### src/rtl/pipe_pkg.sv
// Shared types and constants for the elastic pipeline stage registers.
// Control-word bit positions and the per-boundary kill masks live here.
package pipe_pkg;

    typedef enum logic [1:0] {
        OCC_EMPTY = 2'd0,
        OCC_ONE   = 2'd1,
        OCC_FULL  = 2'd2
    } occ_state_t;

    localparam int CTRL_REGWRITE    = 0;
    localparam int CTRL_MEMWRITE    = 1;
    localparam int CTRL_JUMP        = 2;
    localparam int CTRL_BRANCH      = 3;
    localparam int CTRL_MEMREAD     = 4;
    localparam int CTRL_ALUSRC      = 5;
    localparam int CTRL_RESULTSRC   = 6;
    localparam int CTRL_ALUCTRL_LSB = 8;
    localparam int CTRL_ALUCTRL_W   = 3;

    // Bits that must never fire from a bubble; later stages only retain what they still act on.
    localparam logic [15:0] KILL_FD = 16'h000F;
    localparam logic [15:0] KILL_DE = 16'h000F;
    localparam logic [15:0] KILL_EM = 16'h0003;
    localparam logic [15:0] KILL_MW = 16'h0001;

endpackage

### src/rtl/sat_counter.sv
// Saturating up-counter with synchronous active-low clear.
// Sticks at all-ones instead of wrapping.
module sat_counter #(
    parameter int WIDTH = 16
) (
    input  logic             clk,
    input  logic             clr_n,
    input  logic             inc_i,
    output logic [WIDTH-1:0] cnt_o
);

    logic [WIDTH-1:0] cnt_q;
    logic [WIDTH-1:0] cnt_d;

    always_comb begin
        cnt_d = cnt_q;
        if (inc_i && (cnt_q != {WIDTH{1'b1}})) cnt_d = cnt_q + WIDTH'(1);
    end

    always_ff @(posedge clk) begin
        if (!clr_n) cnt_q <= '0;
        else        cnt_q <= cnt_d;
    end

    assign cnt_o = cnt_q;

endmodule

### src/rtl/pipe_stage_elastic.sv
// Elastic pipeline stage register: main entry plus one skid entry, stall/flush
// from the hazard unit, and a saturating count of bubble cycles for perf debug.
module pipe_stage_elastic
    import pipe_pkg::*;
#(
    parameter int                    CTRL_WIDTH = 16,
    parameter int                    DATA_WIDTH = 192,
    parameter logic [CTRL_WIDTH-1:0] KILL_MASK  = 16'h000F,
    parameter int                    CNT_WIDTH  = 16
) (
    input  logic                  clk,
    input  logic                  rst_n,
    input  logic                  in_valid,
    output logic                  in_ready,
    input  logic [CTRL_WIDTH-1:0] in_ctrl,
    input  logic [DATA_WIDTH-1:0] in_data,
    input  logic                  stall,
    input  logic                  flush,
    output logic                  out_valid,
    input  logic                  out_ready,
    output logic [CTRL_WIDTH-1:0] out_ctrl,
    output logic [DATA_WIDTH-1:0] out_data,
    output logic [CNT_WIDTH-1:0]  bubble_cnt
);

    occ_state_t            state_q, state_d;
    logic [CTRL_WIDTH-1:0] main_ctrl_q, main_ctrl_d;
    logic [DATA_WIDTH-1:0] main_data_q, main_data_d;
    logic [CTRL_WIDTH-1:0] skid_ctrl_q, skid_ctrl_d;
    logic [DATA_WIDTH-1:0] skid_data_q, skid_data_d;

    logic main_valid, skid_valid, take, accept;

    assign main_valid = (state_q != OCC_EMPTY);
    assign skid_valid = (state_q == OCC_FULL);
    assign in_ready   = ~skid_valid;
    assign take       = main_valid & out_ready & ~stall;
    assign accept     = in_valid & in_ready & ~flush;

    always_comb begin
        state_d     = state_q;
        main_ctrl_d = main_ctrl_q;
        main_data_d = main_data_q;
        skid_ctrl_d = skid_ctrl_q;
        skid_data_d = skid_data_q;
        if (flush) begin
            state_d     = OCC_EMPTY;
            main_ctrl_d = main_ctrl_q & ~KILL_MASK;
            skid_ctrl_d = skid_ctrl_q & ~KILL_MASK;
        end else begin
            unique case (state_q)
                OCC_EMPTY: begin
                    if (accept) begin
                        state_d     = OCC_ONE;
                        main_ctrl_d = in_ctrl;
                        main_data_d = in_data;
                    end
                end
                OCC_ONE: begin
                    if (accept && take) begin
                        main_ctrl_d = in_ctrl;
                        main_data_d = in_data;
                    end else if (accept) begin
                        state_d     = OCC_FULL;
                        skid_ctrl_d = in_ctrl;
                        skid_data_d = in_data;
                    end else if (take) begin
                        // Draining to a bubble: kill bits drop together with valid.
                        state_d     = OCC_EMPTY;
                        main_ctrl_d = main_ctrl_q & ~KILL_MASK;
                    end
                end
                OCC_FULL: begin
                    if (take) begin
                        state_d     = OCC_ONE;
                        main_ctrl_d = skid_ctrl_q;
                        main_data_d = skid_data_q;
                    end
                end
                default: state_d = OCC_EMPTY;
            endcase
        end
    end

    always_ff @(posedge clk) begin
        if (!rst_n) begin
            state_q     <= OCC_EMPTY;
            main_ctrl_q <= '0;
            main_data_q <= '0;
            skid_ctrl_q <= '0;
            skid_data_q <= '0;
        end else begin
            state_q     <= state_d;
            main_ctrl_q <= main_ctrl_d;
            main_data_q <= main_data_d;
            skid_ctrl_q <= skid_ctrl_d;
            skid_data_q <= skid_data_d;
        end
    end

    assign out_valid = main_valid;
    assign out_ctrl  = main_ctrl_q;
    assign out_data  = main_data_q;

    sat_counter #(.WIDTH(CNT_WIDTH)) u_bubble_cnt (
        .clk   (clk),
        .clr_n (rst_n),
        .inc_i (~main_valid),
        .cnt_o (bubble_cnt)
    );

endmodule
### config.mk
export PLATFORM = sky130hd
export DESIGN_NAME = pipe_stage_elastic
export DESIGN_NICKNAME = d
export VERILOG_FILES = /design/src/rtl/pipe_pkg.sv /design/src/rtl/sat_counter.sv /design/src/rtl/pipe_stage_elastic.sv
export SDC_FILE = /design/constraint.sdc
export NUM_CORES = 1
export LEC_CHECK = 0
export ABC_AREA = 1
export BUFFER_PORTS_ARGS = -buffer_cell sky130_fd_sc_hd__buf_2
export CORE_ASPECT_RATIO = 1.75
export CORE_UTILIZATION = 48
export CTS_BUF_LIST = sky130_fd_sc_hd__clkbuf_4
export CTS_CLUSTER_DIAMETER = 100
export DETAILED_ROUTE_END_ITERATION = 10
export PLACE_DENSITY = 0.72
export SLEW_MARGIN = 20
export SYNTH_ARGS = -nofsm -noshare
export SYNTH_HDL_FRONTEND = slang
export SYNTH_SLANG_ARGS = --single-unit
export TNS_END_PERCENT = 100
### constraint.sdc
create_clock -name clk -period 2.2 [get_ports clk]
set_clock_uncertainty 0.05 [all_clocks]
set_input_delay 0.11 -clock clk [delete_from_list [all_inputs] [get_ports clk]]
set_output_delay 0.11 -clock clk [all_outputs]
set_load 0.03 [all_outputs]
---- Word-level counts from Yosys, hierarchy flattened ----
Cells that the tools add are included.
word-level totals
  register bits ........................... 434
  input bits .............................. 214
  logic and storage cells ................. 56
  output and inout bits ................... 226
cells by class
  bitwise logic cells ..................... 10
  add/sub/neg operators ................... 1
  reduce and logical (&&, ||, !) cells .... 11
  equality and inequality tests ........... 10
  multiplexer cells ....................... 16
operator list
  kind                                                                     number
  192-bit 2-to-1 mux                                                       3
  192-bit one-hot mux with 3 select lines                                  1
  16-bit 2-to-1 mux                                                        3
  16-bit one-hot mux with 3 select lines                                   1
  16-bit by 1-bit adder with 16-bit output, second input constant          1
  16-bit inequality test, second input constant                            1
  2-bit 2-to-1 mux                                                         5
  5-bit AND reduction                                                      2
  3-bit inequality test, second input constant                             3
  4-bit 2-to-1 mux                                                         2
  4-bit AND reduction                                                      2
  2-bit inequality test, second input constant                             3
  1-bit NOT                                                                6
  2-bit one-hot mux with 3 select lines                                    1
  1-bit bitwise AND                                                        4
  3-bit AND reduction                                                      1
  3-bit nonzero test                                                       1
  2-bit by 1-bit equality test with 1-bit output, second input constant    1
  2-bit equality test, second input constant                               1
  1-bit logical AND                                                        2
  2-bit zero test                                                          1
  2-bit by 1-bit inequality test with 1-bit output, second input constant  1
  2-bit nonzero test                                                       1
  2-bit OR reduction                                                       1

---- Depth between registers and ports, before layout ----
  depth in word-level cells ............... 7
  depth in mapped cells ................... 14
  gate-level depth less buffers ........... 11

---- Hierarchy ----
From an unflattened synthesis, not the netlist that was laid out.
second synthesis, totals
  cells, all modules ...................... 2466
  area total of the unflattened synthesis .. 18372.6 um^2
modules (own cells, without submodules)
  module              instances  area an instance (um^2)  seq. area each (um^2)  cells an instance
  pipe_stage_elastic  1          17376.7                  8368.0                 2317
  sat_counter         1          996.0                    320.3                  149

---- Worst setup path before layout ----
No wires, ideal clock.
  path kind ............................... flip-flop to flip-flop
  from .................................... register state_q[0]
  to ...................................... register main_data_q[152] (netlist: out_data[152])
  period minus slack after synthesis ...... 2.057 ns
  library setup time ...................... 0.064 ns
  setup slack ............................. 0.143 ns
  arrival time ............................ 1.943 ns
  stages on the path, launching flop included .. 11
  buffers on the path ..................... 3
  required time ........................... 2.086 ns
  path through ............................ dfxtp_1 > inv_1 > ha_1 > buf_2 > inv_2 > clkbuf_1 > clkbuf_1 > a21boi_0 > nand4_1 > nand2_1 > nor2_1
between the ends
  cells in the longest elaborated chain, start to end .. 7
  elaborated cells on any way between the ends .. 16
  classes of those cells .................. 5 x eq/ne; 1 x mux; 5 x bitwise; 5 x reduce/logical
RTL lines
  what                              RTL line                  text
  start: declaration                pipe_stage_elastic.sv:26  occ_state_t state_q, state_d;
  start signal: assignment          pipe_stage_elastic.sv:93  state_q <= state_d;
  2-bit equality test *             pipe_stage_elastic.sv:35  assign skid_valid = (state_q == OCC_FULL);
  1-bit NOT *                       pipe_stage_elastic.sv:36  assign in_ready = ~skid_valid;
  via in_ready                      pipe_stage_elastic.sv:14  output logic in_ready,
  1-bit bitwise AND * (2 in a row)  pipe_stage_elastic.sv:38  assign accept = in_valid & in_ready & ~flush;
  1-bit logical AND                 pipe_stage_elastic.sv:60  if (accept && take) begin
  2-bit inequality test (no line)   --
  5-bit AND reduction (no line) *   --
  end signal: assignment            pipe_stage_elastic.sv:95  main_data_q <= main_data_d;
  end: declaration                  pipe_stage_elastic.sv:28  logic [DATA_WIDTH-1:0] main_data_q, main_data_d;
The timed path passes the listed nets; every way through them passes the cells marked *.
A chain may end at the register's enable or synchronous reset.

---- Worst setup path in the final report ----
  from .................................... register state_q[1]
  to ...................................... register main_data_q[144] (netlist: out_data[144])
between the ends
  cells in the longest elaborated chain, start to end .. 7
  elaborated cells on any way between the ends .. 16
  classes of those cells .................. 5 x eq/ne; 1 x mux; 5 x bitwise; 5 x reduce/logical
RTL lines
  what                             RTL line
  2-bit equality test              pipe_stage_elastic.sv:35, pipe_stage_elastic.sv:51
  1-bit NOT                        pipe_stage_elastic.sv:36
  1-bit bitwise AND (2 in a row)   pipe_stage_elastic.sv:38
  1-bit logical AND                pipe_stage_elastic.sv:60
  2-bit inequality test (no line)  --
  5-bit AND reduction (no line)    --
Parallel ways exist; a longest one is shown, timed or not.

==> flow_metrics.tcl <==
set metrics [dict create \
    clkLatencyLatePin_ps 820 \
    dieArea_sq_um 41000 \
    detailedRoute.firstIterationViolations 2052 \
    nets 3675 \
    cp_max_fo 38 \
    fill_cells 2992 \
    rrSetupSlack_ps 80 \
    register_area_sq_um 8690 \
    yosys_most_used_dff "dfxtp_1" \
    vias 22700 \
    globalRouteOverflowTotal 0 \
    finalSetupTns_ps 0 \
    cap_violations 0 \
    r2r_end "out_data[144]$_SDFFE_PN0P_" \
    gp_congestion 0.836 \
    regToRegStartpoint "state_q[1]$_SDFFE_PP0P_" \
    vias_per_cell 5.64 \
    layout_common_cells "nor2_1, nand2_1, buf_2" \
    start_kind "flop" \
    slowest_stage "dfxtp_2" \
    die_y_um 267 \
    wl_mm 71.3 \
    p_total_mw 18.1 \
    grt_pass1_vias 22600 \
    grt_pass1_wl_mm 112 \
    crit_top_cell "nand2_1" \
    min_period_ps 2120 \
    reg2reg_depth 12 \
    synth-edff-count 0 \
    ios 440 \
    clock.fmax_ghz 0.471 \
    clockBufferDepth 3 \
    io_buffer_count 439 \
    ant_nets 0 \
    power_density_nw_per_um2 676 \
    syn_inst 2730 \
    drive_above_1_share_pct 19.0 \
    status "complete, no violations" \
    max_stage_delay_ps 390 \
    die_width_um 153 \
    worst_slew_pin_slew_ps 595 \
    rows 96 \
    multi_input_area_sq_um 9350 \
    layout_commonest_cell "nor2_1" \
    dpl.hpwl_mm 38.5 \
    grt.total_usage_pct 33.4 \
    syn_nets 2950 \
    syn_area_sq_um 19300 \
    vdd_drop_max_uv 492 \
    seq_area_frac_synth_pct 45.1 \
    async_flop_share_pct 0 \
    cts_tree "built" \
    setup_violations 0 \
    critPathRequiredTime_ps 2860 \
    antenna_found_initial 10 \
    wire_per_inst_um 17.7 \
    drt_first_pass_iters 6 \
    crit_start "state_q[1]$_SDFFE_PP0P_" \
    avgSynthCellArea_sq_um 7.06 \
    ys_ff_latch 434 \
    finalHoldViolations 0 \
    slew_violations 0 \
    hold_path_class "in -> reg" \
    min_period_over_period_pct 96.6 \
    cp-end-kind "flop" \
    p_leak_nw 12.5 \
    crit_end "out_data[144]$_SDFFE_PN0P_" \
    worstSetupPathType "reg -> reg" \
    yosys_warnings 0 \
    start_util_pct 48.9 \
    synth_cell_types 27 \
    cts_max_level 3 \
    numCtsBuffers 101 \
    syn2layout_area_growth_pct 39.3 \
    maxSlewHeadroom_pct 60.3 \
    path_cells "inv_1 -> ha_1 -> inv_2 -> nand2_1 -> nor2_1 -> nand2_1 -> nand2_8 -> buf_12 -> clkbuf_16 -> nand4_1 -> nand2_1 -> nor2_1" \
    drc 0 \
    numClockSinks 434 \
    crit_arrival_ps 2780 \
    core_sq_um 39400 \
    ctsRootBufferMaster "clkbuf_4" \
    grt_max_degree 135 \
    clkSlewWorstSetupHoldPaths_ps 70 \
]
final cells by class:
cell class	count	area share [%]
diodes	11	0.103
clock buffers	142	3.97
clock inverters	25	0.406
inverters	49	0.769
multi-input cells	2018	34.8
flip-flops and latches	434	32.4
well taps	490	2.28
repair buffers	850	25.2
repair inverters	1	0.0326
worst min path at each step:
stage | start | endpoint | slack, ps | depth (start not counted)
finish | in_data[59] | skid_data_q[59]$_SDFFE_PN0P_ | 40 | 4
global route | in_data[102] | skid_data_q[102]$_SDFFE_PN0P_ | 20 | 4
CTS | in_data[169] | skid_data_q[169]$_SDFFE_PN0P_ | 0.4 | 4
detailed placement | in_data[41] | skid_data_q[41]$_SDFFE_PN0P_ | 310 | 3
global placement | in_data[151] | skid_data_q[151]$_SDFFE_PN0P_ | 300 | 3
floorplan | in_ctrl[15] | skid_ctrl_q[15]$_SDFFE_PN0P_ | 190 | 2
stage by stage:
step	setup WS, ps	utilization, %	hold WS, ps	instance area [sq um]	cells
global route	-12.3	68.1	18.4	26800	4014
CTS	28.3	67.5	0.354	26600	4001
detailed placement	6.19	55.6	306	21900	3488
floorplan	143	-	195	19300	2730
finish	75.9	68.1	43.4	26800	4020
global placement	90.1	55.6	295	21900	3488
power by group:
| group | internal, mW | switching, mW | leakage (nW) |
|---|---|---|---|
| combinational | 1.32 | 2.12 | 8.23 |
| clock | 2.95 | 3.27 | 0.703 |
| sequential | 8.24 | 0.232 | 3.53 |
| total | 12.5 | 5.62 | 12.5 |
sequential cells by signal, indices dropped and copies added, names as in the netlist:
| name | flops |
|---|---|
| u_bubble_cnt.cnt_o | 16 |
| skid_data_q | 192 |
| out_ctrl | 16 |
| out_data | 192 |
| skid_ctrl_q | 16 |
| state_q | 2 |
critical path: cells and delay by family, from the launching register on:
kind / cells / cell delay [ps]
and+or+nand+nor: 7 / 790
adders and majority gates: 1 / 210
buffers and inverters: 4 / 580
DFF: 1 / 390
per-layer routing:
layer  up-vias  part of all wire, %  track usage, %  wire length, um
li1      10400                    -               -                -
met1     10500                   36            36.7            25700
met2      1364                   49            58.2            35100
met3       347                  9.0            7.66             6380
met4         6                  5.6            20.9             3990
met5         -                0.051               0               36
cell usage after synthesis, types with 17 or more instances:
| library cell | n | area (sq um) |
|---|---|---|
| nand4_1 | 210 | 1310 |
| inv_1 | 45 | 169 |
| buf_1 | 18 | 67.6 |
| nand2_1 | 492 | 1850 |
| nand3_1 | 17 | 85.1 |
| buf_2 | 87 | 435 |
| clkbuf_1 | 103 | 387 |
| a21boi_0 | 194 | 1460 |
| o21ai_1 | 28 | 140 |
| dfxtp_1 | 434 | 8690 |
| a21oi_1 | 42 | 210 |
| o21ai_0 | 179 | 896 |
| nor2_1 | 833 | 3130 |
logic make-up (layout without fill, tap and decap cells):
family / count (synthesis) / in the layout / synth area share (%)
compound gates: 446 / 446 / 14.2
xor+xnor: 7 / 7 / 0.318
fa+ha+maj: 6 / 6 / 0.390
buf+inv: 278 / 1067 / 6.64
flops: 434 / 434 / 45.1
other cells: 0 / 11 / 0
simple gates: 1559 / 1559 / 33.4
what timing repair did:
item	in CTS	in global routing
pin swaps	0	1
endpoints found under the setup margin	3	80
hold endpoints to repair	434	0
buffers inserted	0	3
hold buffers	346	0
gates resized for setup	7	13
cloned	0	5
No activity file was read; power rests on OpenSTA's default activity.
